<file path="src/rtl/seg7_scan_capture.sv">
// Recovers the hex value shown on a scanned, active-low 7-segment bus.
// Digits are accepted after a stable hold and assembled into a word with validity and a change strobe.
module seg7_scan_capture #(
  parameter int NUM_DIGITS    = 4,
  parameter int STABLE_CYCLES = 4
) (
  input  logic                    clk,
  input  logic                    rst,
  input  logic [6:0]              seg_in,
  input  logic [NUM_DIGITS-1:0]   an_in,
  output logic [4*NUM_DIGITS-1:0] value_out,
  output logic [NUM_DIGITS-1:0]   digit_valid,
  output logic                    value_strobe,
  output logic                    err_pulse
);

  localparam int PW = NUM_DIGITS + 7;

  typedef enum logic [1:0] {IDLE, COUNT, HELD} state_t;

  state_t                  r_state, w_next;
  logic [7:0]              r_cnt, w_cnt_next, w_run;
  logic [PW-1:0]           r_pair, r_prev;
  logic [4*NUM_DIGITS-1:0] r_value, r_last;
  logic [NUM_DIGITS-1:0]   r_valid;
  logic                    r_once, r_acc_pend, r_strobe, r_err;

  logic                  w_match, w_an_ok, w_accept;
  logic [NUM_DIGITS-1:0] w_an_sel;
  logic [5:0]            w_dec;

  // Returns {legal, blank, nibble}; an illegal pattern has both flags low.
  function automatic logic [5:0] decode(input logic [6:0] s);
    case (s)
      7'b1000000: decode = {2'b10, 4'h0};
      7'b1111001: decode = {2'b10, 4'h1};
      7'b0100100: decode = {2'b10, 4'h2};
      7'b0110000: decode = {2'b10, 4'h3};
      7'b0011001: decode = {2'b10, 4'h4};
      7'b0010010: decode = {2'b10, 4'h5};
      7'b0000010: decode = {2'b10, 4'h6};
      7'b1111000: decode = {2'b10, 4'h7};
      7'b0000000: decode = {2'b10, 4'h8};
      7'b0010000: decode = {2'b10, 4'h9};
      7'b0001000: decode = {2'b10, 4'hA};
      7'b0000011: decode = {2'b10, 4'hB};
      7'b1000110: decode = {2'b10, 4'hC};
      7'b0100001: decode = {2'b10, 4'hD};
      7'b0000110: decode = {2'b10, 4'hE};
      7'b0001110: decode = {2'b10, 4'hF};
      7'b1111111: decode = {2'b01, 4'h0};
      default:    decode = {2'b00, 4'h0};
    endcase
  endfunction

  assign w_an_sel = ~r_pair[PW-1:7];
  assign w_an_ok  = $onehot(w_an_sel);
  assign w_match  = (r_pair == r_prev);
  assign w_dec    = decode(r_pair[6:0]);

  // w_run is the number of identical consecutive samples including the one in r_pair.
  always_comb begin
    w_next     = r_state;
    w_cnt_next = r_cnt;
    w_accept   = 1'b0;
    w_run      = '0;
    if (!w_match || !w_an_ok) begin
      w_next     = IDLE;
      w_cnt_next = '0;
    end else begin
      case (r_state)
        IDLE:    w_run = 8'd2;
        COUNT:   w_run = r_cnt + 8'd1;
        default: w_run = r_cnt;
      endcase
      if (r_state != HELD) begin
        w_cnt_next = w_run;
        if (w_run >= 8'(STABLE_CYCLES)) begin
          w_next   = HELD;
          w_accept = 1'b1;
        end else begin
          w_next = COUNT;
        end
      end
    end
  end

  always_ff @(posedge clk) begin
    if (rst) begin
      r_state    <= IDLE;
      r_cnt      <= '0;
      r_pair     <= '1;
      r_prev     <= '1;
      r_value    <= '0;
      r_valid    <= '0;
      r_last     <= '0;
      r_once     <= 1'b0;
      r_acc_pend <= 1'b0;
      r_strobe   <= 1'b0;
      r_err      <= 1'b0;
    end else begin
      r_prev     <= r_pair;
      r_pair     <= {an_in, seg_in};
      r_state    <= w_next;
      r_cnt      <= w_cnt_next;
      r_acc_pend <= w_accept;
      r_err      <= 1'b0;
      r_strobe   <= 1'b0;
      if (w_accept) begin
        for (int unsigned i = 0; i < NUM_DIGITS; i++) begin
          if (w_an_sel[i]) begin
            if (w_dec[5]) begin
              r_value[4*i +: 4] <= w_dec[3:0];
              r_valid[i]        <= 1'b1;
            end else begin
              r_valid[i] <= 1'b0;
            end
          end
        end
        r_err <= ~w_dec[5] & ~w_dec[4];
      end
      // Strobe decision looks at the word one cycle after the acceptance wrote it.
      if (r_acc_pend && (&r_valid) && (!r_once || (r_value != r_last))) begin
        r_strobe <= 1'b1;
        r_last   <= r_value;
        r_once   <= 1'b1;
      end
    end
  end

  assign value_out    = r_value;
  assign digit_valid  = r_valid;
  assign value_strobe = r_strobe;
  assign err_pulse    = r_err;

endmodule

</file>
<file path="config.mk">
export PLATFORM = sky130hd
export DESIGN_NAME = seg7_scan_capture
export DESIGN_NICKNAME = d
export VERILOG_FILES = /design/src/rtl/seg7_scan_capture.sv
export SDC_FILE = /design/constraint.sdc
export NUM_CORES = 1
export LEC_CHECK = 0
export CAP_MARGIN = 20
export CORE_AREA = 10 10 96 98
export DETAILED_ROUTE_END_ITERATION = 10
export DIE_AREA = 0 0 106 108
export PLACE_DENSITY = 0.68
export SYNTH_ARGS = -nofsm -noshare
export SYNTH_HDL_FRONTEND = slang
export SYNTH_SLANG_ARGS = --single-unit
</file>
<file path="constraint.sdc">
create_clock -name clk -period 3.1 [get_ports clk]
set_input_delay 0.62 -clock clk [delete_from_list [all_inputs] [get_ports clk]]
set_output_delay 0.62 -clock clk [all_outputs]
set_load 0.02 [all_outputs]
</file>
## Word-level counts from Yosys, hierarchy flattened

Index checks and enable logic that the tools add are counted.

| operators by class | value |
|---|---|
| reductions and logical operators | 20 |
| bitwise gates (word level) | 5 |
| equality and inequality tests | 21 |
| $add $sub $neg | 4 |
| multiplexer cells | 9 |
| $lt $le $gt $ge | 1 |

Operators by type and width:

| kind | number |
|---|---|
| 6-bit one-hot mux with 17 select lines | 1 |
| 7-bit == test (second input constant) | 5 |
| 7-bit by 5-bit == test with 1-bit output (second input constant) | 3 |
| 7-bit by 6-bit == test with 1-bit output (second input constant) | 3 |
| 16-bit != test | 1 |
| 8-bit one-hot mux with 2 select lines | 1 |
| 7-bit by 2-bit == test with 1-bit output (second input constant) | 2 |
| 7-bit by 4-bit == test with 1-bit output (second input constant) | 2 |
| 3-bit AND reduction | 4 |
| 11-bit == test | 1 |
| 8-bit by 1-bit adder with 8-bit output (second input constant) | 1 |
| 8-bit by 3-bit >= comparator with 1-bit output (second input constant) | 1 |
| 8-bit 2-to-1 mux | 1 |
| 2-bit AND reduction | 4 |
| 7-bit by 3-bit == test with 1-bit output (second input constant) | 1 |
| 7-bit zero test | 1 |
| 1-bit 2-to-1 mux | 5 |
| 1-bit by 1-bit adder with 2-bit output | 2 |
| 4-bit inverter | 1 |
| 4-bit AND reduction | 1 |
| 2-bit OR reduction | 2 |
| 2-bit by 2-bit adder with 3-bit output | 1 |
| 3-bit by 1-bit == test with 1-bit output (second input constant) | 1 |
| 1-bit zero test | 3 |
| 8 further kinds | 12 |

| storage, ports and cells | value |
|---|---|
| bits in registers | 72 |
| word-level logic and storage cells | 77 |
| output and inout bits | 22 |

## Logic depth before layout (Yosys ltp)

Gate-level depths: netlist of the first run.

| depth | value |
|---|---|
| depth in word-level cells | 13 |
| gate-level depth with buffers | 10 |
| mapped depth without buffers | 10 |

## Least setup slack after synthesis of the first run

No wires, ideal clock.

| path | value |
|---|---|
| path type | register to register |
| start point | register r_pair[7] |
| end point | register r_valid[0] (netlist: digit_valid[0]) |
| data required time | 3.030 ns |
| arrival time | 2.995 ns |
| cell stages (with the launch flop) | 11 |
| buffers on the path | 0 |
| slack | 0.034 ns |
| cell sequence | dfxtp_1 -> fa_1 -> inv_1 -> ha_1 -> ha_1 -> or3b_2 -> nor4_1 -> nand4_1 -> or2_2 -> or3_1 -> a21oi_1 |

| between the ends | value |
|---|---|
| longest elaborated chain between the ends | 8 |

RTL lines:

| what | RTL line | source |
|---|---|---|
| start: declaration | 23 | `logic [PW-1:0] r_pair, r_prev;` |
| start signal: assignment | 103 | `r_pair <= {an_in, seg_in};` |
| 4-bit inverter | 56 | `assign w_an_sel = ~r_pair[PW-1:7];` |
| 1-bit by 1-bit adder with 2-bit output (implied by the code) | 57 | `assign w_an_ok = $onehot(w_an_sel);` |
| 2-bit by 2-bit adder with 3-bit output (implied by the code) | 57 |  |
| 3-bit by 1-bit == test with 1-bit output | 57 |  |
| 1-bit zero test | 67 | `if (!w_match \|\| !w_an_ok) begin` |
| 1-bit logical OR | 67 |  |
| 1-bit 2-to-1 mux | 67 |  |
| 2-bit AND reduction (no source line) * | n/a |  |
| end signal: assignment | 95 | `r_valid <= '0;` |
| end signal: indexed assignment | 114 | `r_valid[i] <= 1'b1;` |
| end signal: indexed assignment | 116 | `r_valid[i] <= 1'b0;` |
| end: declaration | 25 | `logic [NUM_DIGITS-1:0] r_valid;` |

Every way passes the cells marked *; elsewhere a longest branch is shown, timed or not.
A chain may end at the register's enable or synchronous reset.

## Worst setup path after layout of the first run

| path | value |
|---|---|
| start point | register r_pair[7] |
| end point | register r_value[1] (netlist: value_out[1]) |

| between the ends | value |
|---|---|
| longest elaborated chain between the ends | 8 |

RTL lines:

| what | RTL line | source |
|---|---|---|
| 4-bit inverter | 56 |  |
| 1-bit by 1-bit adder with 2-bit output (implied by the code) | 57 |  |
| 2-bit by 2-bit adder with 3-bit output (implied by the code) | 57 |  |
| 3-bit by 1-bit == test with 1-bit output | 57 |  |
| 1-bit zero test | 67 |  |
| 1-bit logical OR | 67 |  |
| 1-bit 2-to-1 mux | 67 |  |
| 3-bit AND reduction (no source line) * | n/a |  |
| end signal: indexed assignment | 113 | `r_value[4*i +: 4] <= w_dec[3:0];` |
| end: declaration | 24 | `logic [4*NUM_DIGITS-1:0] r_value, r_last;` |

Marks and branches as above.

==> results.ini, run 1 <==
[run_status]
outcome = completed

[cts]
worstSkewPairLatency_ns = 0.35
buffers_from_clock_root_to_sink_at_most = 2
clk_transition_reported_paths_ns = 0.08
hold_buffers = 0
cts_tree = built
numCtsBuffers = 9
cts_sinks = 72
cts_htree_levels = 3
cts-root-buf = clkbuf_8

[routing]
drt-vias-per-instance = 5.22
drt_pre_antenna_iters = 4
routed-via-count = 2603
route.detailed.drc = 0
drt_first_iter_violations = 123
totalWireLength_um = 7130
drtAntennaViolNets = 0
avgRoutedWirePerCell_um = 14.3

[setup_path]
path_max_fanout = 4
timing.critical_path.arrival_ns = 3.21
criticalPathCategory = reg -> reg
critPathCaptureType = register
required_ns = 3.32
cp_num_buf_inv = 2
critical_path.slowest_cell = or4_4
crit_chain = fa_1 > inv_1 > ha_2 > ha_4 > or3b_4 > nor4_2 > buf_4 > nand4_1 > or4_4 > mux2i_1
critical_path.startpoint_type = register
critical_path.top_delay_family = simple AND/OR/NAND/NOR gates
setup.reg_to_reg.worst_slack_ns = 0.11
critPathMaxStageDelay_ns = 0.55

[floorplan]
die_height_um = 108
placementRows = 32
floorplan.initialDensity_pct = 45.2
fp.dieArea_mm2 = 0.0114
die_width_um = 106
core_mm2 = 0.00745
io-pin-count = 35

[layout]
drive_gt1_share_pct = 20.2
design.final.nets = 409
syn_to_final_growth_pct = 21.2
fillCellCount = 674
antenna-diode-count = 0

[global_route]
grt_start_max_net_pins = 28
globalRouteOverflowTotal = 0
global_route.usage.total_pct = 12.7
initial_antenna_violation_count = 0
number_of_global_route_vias_before_repair = 2368
first_pass_grt_wire_length_um = 11800

[sta]
final-setup-viol-count = 0
timing.final.max_slew_violations = 0
maxSlewHeadroom_pct = 55.3
timing.setup.tns_ns = 0
layout_setup_ws_ns = 0.111
final_critical_path_required_period_ns = 2.99
fin_crit_sh_pct = 96.4
fin_skew_ns = 0.0112
hold_viol_final = 0
max_freq_mhz = 335
worst_slew_pin_slew_ns = 0.664
rsz0062_at_grt = yes
timing.hold.ws_ns = 0.460

[yosys]
yosys_register_bits = 72
syn-instance-count = 356
dominant_synthesized_flop_cell = dfxtp_1
syn_area_mm2 = 0.00337
syn-num-nets = 373
async_flop_share_pct = 0
synth.yosys.seq_area_share_pct = 42.8
synth.distinct_cells = 59
synth_edf_count = 0
ys.warnings.count = 0
syn_area_per_cell_um2 = 9.46

[place]
globalplace.congestion = 0.860
dp_slack_ns = -0.0184
port_buffers = 34
hpwl_um = 5080

[pwr]
power_per_cell_area_mw_per_mm2 = 464
power.static_leakage_uw = 0.00154
total_power_uw = 1890
vdd.ir_drop.worst_mv = 0.235

[job]
max_cap_viol_count = 0

[worst_hold_path]
hold_path_class = reg -> reg

==> through the flow <==
| stage | instance area [µm²] | utilization [%] | cells |
|---|---|---|---|
| after floorplan | 3370 | - | 356 |
| after global placement | 3790 | 50.8 | 481 |
| after detailed placement | 3790 | 50.8 | 481 |
| after CTS | 4020 | 53.9 | 497 |
| after global routing | 4080 | 54.8 | 499 |
| final | 4080 | 54.8 | 499 |
==> cells in the mapped netlist, types with 2 or more instances <==
master | instances | area [µm²]
nand3b_1 | 7 | 52.6
clkbuf_8 | 2 | 27.5
nand2_1 | 9 | 33.8
a311oi_1 | 4 | 35.0
o21ai_0 | 9 | 45.0
nand2b_1 | 8 | 50.1
dfxtp_1 | 72 | 1440
or2b_2 | 3 | 26.3
nor2b_1 | 7 | 43.8
a21oi_1 | 13 | 65.1
nor2_1 | 29 | 109
and3_1 | 2 | 12.5
or2_2 | 27 | 169
inv_1 | 6 | 22.5
nand4_1 | 6 | 37.5
nor3b_1 | 3 | 22.5
o2bb2ai_1 | 4 | 35.0
clkbuf_1 | 12 | 45.0
a31oi_1 | 4 | 25.0
mux2i_1 | 20 | 200
xnor2_1 | 21 | 184
o31ai_1 | 5 | 37.5
and4b_1 | 3 | 30.0
nor4_1 | 8 | 50.1
a31o_2 | 2 | 17.5
nand3_1 | 15 | 75.1
ha_1 | 3 | 37.5
buf_6 | 2 | 22.5
nor3_1 | 5 | 25.0
xor2_1 | 13 | 114
buf_2 | 4 | 20.0
==> cell type report <==
cell class                      count  area (µm²)  share of cell area (%)
Sequential cell                    72        1440                    35.3
Timing Repair Buffer               47         433                    10.6
Inverter                            6        22.5                   0.551
Multi-Input combinational cell    256        1830                    44.9
Clock buffer                        9         124                    3.03
Clock inverter                      7         103                    2.51
Tap cell                          102         128                    3.12
==> path summary, 6_finish.rpt <==
path,from,to,depth (start not counted)
worst min register to register,r_once,r_once,2
worst min-delay path,r_once,r_once,2
worst max-delay path,r_pair[7],value_out[1],10
worst max register to register,r_pair[7],value_out[1],10
==> cells in the final DEF, fill, tap and decap left out, types with 4 or more instances in the layout <==
cell / netlist / routed
nand3_1: 15 / 15
xnor2_1: 21 / 21
o21ai_0: 9 / 9
a31oi_1: 4 / 4
nand2b_1: 8 / 8
mux2i_1: 20 / 20
a21oi_1: 13 / 11
inv_1: 6 / 6
buf_4: 1 / 13
clkbuf_8: 2 / 9
or2_2: 27 / 26
nor2_1: 29 / 27
nor4_1: 8 / 7
o2bb2ai_1: 4 / 4
nand2_1: 9 / 9
xor2_1: 13 / 13
dfxtp_1: 72 / 71
nor2b_1: 7 / 7
nand4_1: 6 / 6
o31ai_1: 5 / 5
clkdlybuf4s50_1: 0 / 33
nand3b_1: 7 / 7
nor3_1: 5 / 5
==> worst reg2reg max path, stage by stage, from the launching register on <==
cell,delay [ns]
dfxtp_2,0.33
fa_1,0.52
inv_1,0.04
ha_2,0.17
ha_4,0.21
or3b_4,0.39
nor4_2,0.14
buf_4,0.16
nand4_1,0.22
or4_4,0.55
mux2i_1,0.14
==> registers in the layout, summed over array words and instances, names as in the netlist <==
| name | flops |
|---|---|
| r_last | 16 |
| value_out | 16 |
| r_pair | 11 |
| r_prev | 11 |
| r_cnt | 8 |
| digit_valid | 4 |
| r_state | 2 |
| err_pulse | 1 |
| r_acc_pend | 1 |
| r_once | 1 |
| value_strobe | 1 |
==> report_power, final <==
part           switching [µW]  internal (µW)  leakage (µW)  total, µW
Sequential               20.2            938      0.000585        958
Combinational            44.7           54.3      0.000841       99.0
Clock                     376            461      0.000110        837
==> logic make-up (layout without fill, tap and decap cells) <==
logic type / after synthesis / after routing / share of synthesized area (%)
adder cells (fa/ha/maj): 4 / 4 / 1.71
flip-flops: 72 / 72 / 42.8
XOR/XNOR: 34 / 34 / 8.84
buffers and inverters: 28 / 69 / 4.46
multiplexers: 21 / 21 / 6.28
AO/OA/AOI/OAI: 53 / 53 / 10.9
AND/OR/NAND/NOR: 144 / 144 / 25.0
==> timing repair <==
item,CTS,global route
pin swaps,0,5
gates resized for setup,2,11
setup endpoints to repair,2,21
buffers inserted,0,2
==> per-layer routing <==
metal	track usage [%]	up-vias	routed length, µm
met5	0	-	0
met4	6.00	0	108
met3	3.27	7	325
met2	19.2	57	3280
met1	16.6	1211	3410
li1	-	1328	-
(Power assumes the default switching activity.)
==> run 2: changes to the inputs <==
--- a/config.mk
+++ b/config.mk
@@ -6,9 +6,9 @@
 export NUM_CORES = 1
 export LEC_CHECK = 0
 export CAP_MARGIN = 20
-export CORE_AREA = 10 10 96 98
+export CORE_AREA = 2 2 88 90
 export DETAILED_ROUTE_END_ITERATION = 10
-export DIE_AREA = 0 0 106 108
+export DIE_AREA = 0 0 90 92
 export PLACE_DENSITY = 0.68
 export SYNTH_ARGS = -nofsm -noshare
 export SYNTH_HDL_FRONTEND = slang
==> run 2 against run 1 <==
- combinational power about the same
- clock skew up 0.0033 ns
- via count up 2.2%
- critical path type unchanged
- flip-flop and latch count unchanged
- die area down 28%
- sequential share of layout area down 0.76 points
- clock-buffer cell count unchanged
- sequential power about the same
- largest cell class unchanged
- global-route usage up 4.6 points
- clock power up 17%
==> results.ini, run 2 (synthesis results as in run 1) <==
[layout]
finish.utilization_pct = 56.1  ; was 54.8%
syn_to_final_growth_pct = 24.0  ; was 21.2%
antenna-diode-count = 0  ; unchanged
post_layout_nonfiller_instances = 500  ; was 499
layout.cells.most_common = dfxtp_1  ; unchanged
design.final.nets = 410  ; was 409
leading_cell_types_in_the_layout_fill_and_taps_excluded = 70 x dfxtp_1, 33 x clkdlybuf4s50_1, 26 x nor2_1  ; was 71 x dfxtp_1, 33 x clkdlybuf4s50_1, 27 x nor2_1
drive_gt1_share_pct = 21.6  ; was 20.2%

[cts]
buffers_from_clock_root_to_sink_at_most = 2  ; unchanged
cts_sinks = 72  ; unchanged
worstSkewPairLatency_ns = 0.35  ; about the same
cts_tree = built  ; unchanged
clk_transition_reported_paths_ns = 0.09  ; was 0.08 ns
cts_htree_levels = 3  ; unchanged
cts-root-buf = clkbuf_8  ; unchanged
numCtsBuffers = 9  ; unchanged
hold_buffers = 0  ; unchanged

[place]
dp_slack_ns = -0.00443  ; was -0.0184 ns
dpl.cell_count = 482  ; was 481
globalplace.congestion = 0.835  ; was 0.860
hpwl_um = 4800  ; was 5080 µm
port_buffers = 34  ; unchanged

[routing]
routed-via-count = 2660  ; was 2603
drt_first_iter_violations = 151  ; was 123
drt_pre_antenna_iters = 4  ; unchanged
totalWireLength_um = 7080  ; was 7130 µm
drt-vias-per-instance = 5.32  ; was 5.22
route.detailed.drc = 0  ; unchanged
avgRoutedWirePerCell_um = 14.2  ; was 14.3 µm
drtAntennaViolNets = 0  ; unchanged

[global_route]
globalRouteOverflowTotal = 0  ; unchanged
grt_start_max_net_pins = 39  ; was 28
initial_antenna_violation_count = 0  ; unchanged
first_pass_grt_wire_length_um = 11600  ; was 11800 µm
number_of_global_route_vias_before_repair = 2369  ; was 2368
global_route.usage.total_pct = 17.3  ; was 12.7%

[sta]
hold_viol_final = 0  ; unchanged
maxSlewHeadroom_pct = 55.2  ; was 55.3%
fin_skew_ns = 0.0146  ; was 0.0112 ns
rsz0062_at_grt = yes  ; unchanged
max_freq_mhz = 323  ; was 335 MHz
fin_crit_sh_pct = 100  ; was 96.4%
timing.final.max_slew_violations = 0  ; unchanged
final-setup-viol-count = 0  ; unchanged
final_critical_path_required_period_ns = 3.10  ; was 2.99 ns
worst_slew_pin_slew_ns = 0.670  ; was 0.664 ns
layout_setup_ws_ns = 0.000881  ; was 0.111 ns

[floorplan]
fp.dieArea_mm2 = 0.00828  ; was 0.0114 mm²
die_width_um = 90  ; was 106 µm
floorplan.initialDensity_pct = 45.2  ; unchanged
core_mm2 = 0.00745  ; unchanged
io-pin-count = 35  ; unchanged
die_height_um = 92  ; was 108 µm
placementRows = 32  ; unchanged

[setup_path]
path_max_fanout = 4  ; unchanged
crit_chain = fa_1 > inv_1 > ha_2 > ha_4 > or3b_4 > nor4_2 > buf_4 > nand4_1 > buf_4 > nand2b_4 > o31ai_2 > a21oi_1  ; was fa_1 > inv_1 > ha_2 > ha_4 > or3b_4 > nor4_2 > buf_4 > nand4_1 > or4_4 > mux2i_1
critical_path.startpoint_type = register  ; unchanged
critical_path.slowest_cell = fa_1  ; was or4_4
setup.reg_to_reg.worst_slack_ns = 0.0009  ; was 0.11 ns
ff2ff_path_depth = 12  ; was 10
cp_common_cell = buf_4
critPathMaxStageDelay_ns = 0.53  ; was 0.55 ns
critPathCaptureType = register  ; unchanged
criticalPathCategory = reg -> reg  ; unchanged
timing.critical_path.arrival_ns = 3.31  ; was 3.21 ns
required_ns = 3.31  ; was 3.32 ns

[worst_hold_path]
hold_path_class = reg -> reg  ; unchanged
min_path_cells = 2  ; unchanged

[pwr]
power_per_cell_area_mw_per_mm2 = 489  ; was 464 mW/mm²
power.static_leakage_uw = 0.00157  ; was 0.00154 µW
vdd.ir_drop.worst_mv = 0.258  ; was 0.235 mV

[run_status]
outcome = completed  ; unchanged

[job]
max_cap_viol_count = 0  ; unchanged

-- run 2: cell count changes in the layout (fill, tap and decap cells not counted), moves of 2 or more --
cell       previous run  this run
or2_2                26        24
or2_4                 1         3
nor2_4                1         3
buf_6                 0         2
inv_6                 2         0
nand3_2               0         3
bufinv_16             2         4
nand3_1              15        12
-- run 2: final timing paths --
path	from	endpoint
max reg2reg	r_pair[10]	value_out[11]
min	r_once	r_once
min reg2reg	r_once	r_once
max	r_pair[10]	value_out[11]
-- run 2: through the flow --
| stage | cell area [µm²] | setup TNS, ns | total power, µW | hold WS, ns |
|---|---|---|---|---|
| final | 4180 | 0 | 2040 | 0.454 |
| after global routing | 4180 | -1.04 | 2110 | 0.463 |
| after CTS | 4060 | 0 | 2050 | 0.453 |
| after detailed placement | 3790 | -0.00443 | 1070 | 0.441 |
| after global placement | 3790 | 0 | 1070 | 0.436 |
| after floorplan | 3370 | 0 | 1040 | 0.426 |
-- run 2: repair_timing --
item | 4_1_cts | 5_1_grt
pin swaps | 0 | 12
setup buffers | 0 | 2
setup endpoints to repair | 1 | 21
gates resized for setup | 1 | 23
gates cloned | 0 | 0
endpoints found under the hold margin | 0 | 0
-- run 2: cell type report --
type	count	area, µm²
Clock buffer	9	124
Clock inverter	7	144
Fill cell	690	3270
Inverter	6	22.5
Multi-Input combinational cell	256	1870
Sequential cell	72	1440
Tap cell	102	128
Timing Repair Buffer	48	448
-- run 2: routing by layer --
metal  track usage, %  share of wire, %  vias up
met3             3.29               2.8       10
met4             7.31               1.7        0
met1             23.3                47     1280
met5                0                 0        -
met2             27.2                48       41
li1                 -                 -     1329
-- run 2: power breakdown --
part | switching [µW] | leakage (µW) | total (µW) | internal, µW
logic | 45.8 | 0.000857 | 101 | 54.8
clock network | 366 | 0.000126 | 983 | 617
registers | 21.7 | 0.000585 | 960 | 938
total | 434 | 0.00157 | 2040 | 1610
-- run 2: critical path, delay by kind of cell, from the launching register on --
family	cells	cell delay [ns]
adders and majority gates	3	0.94
AOI/OAI and AO/OA	2	0.33
DFF	1	0.33
and+or+nand+nor	4	0.93
buffers and inverters	3	0.44
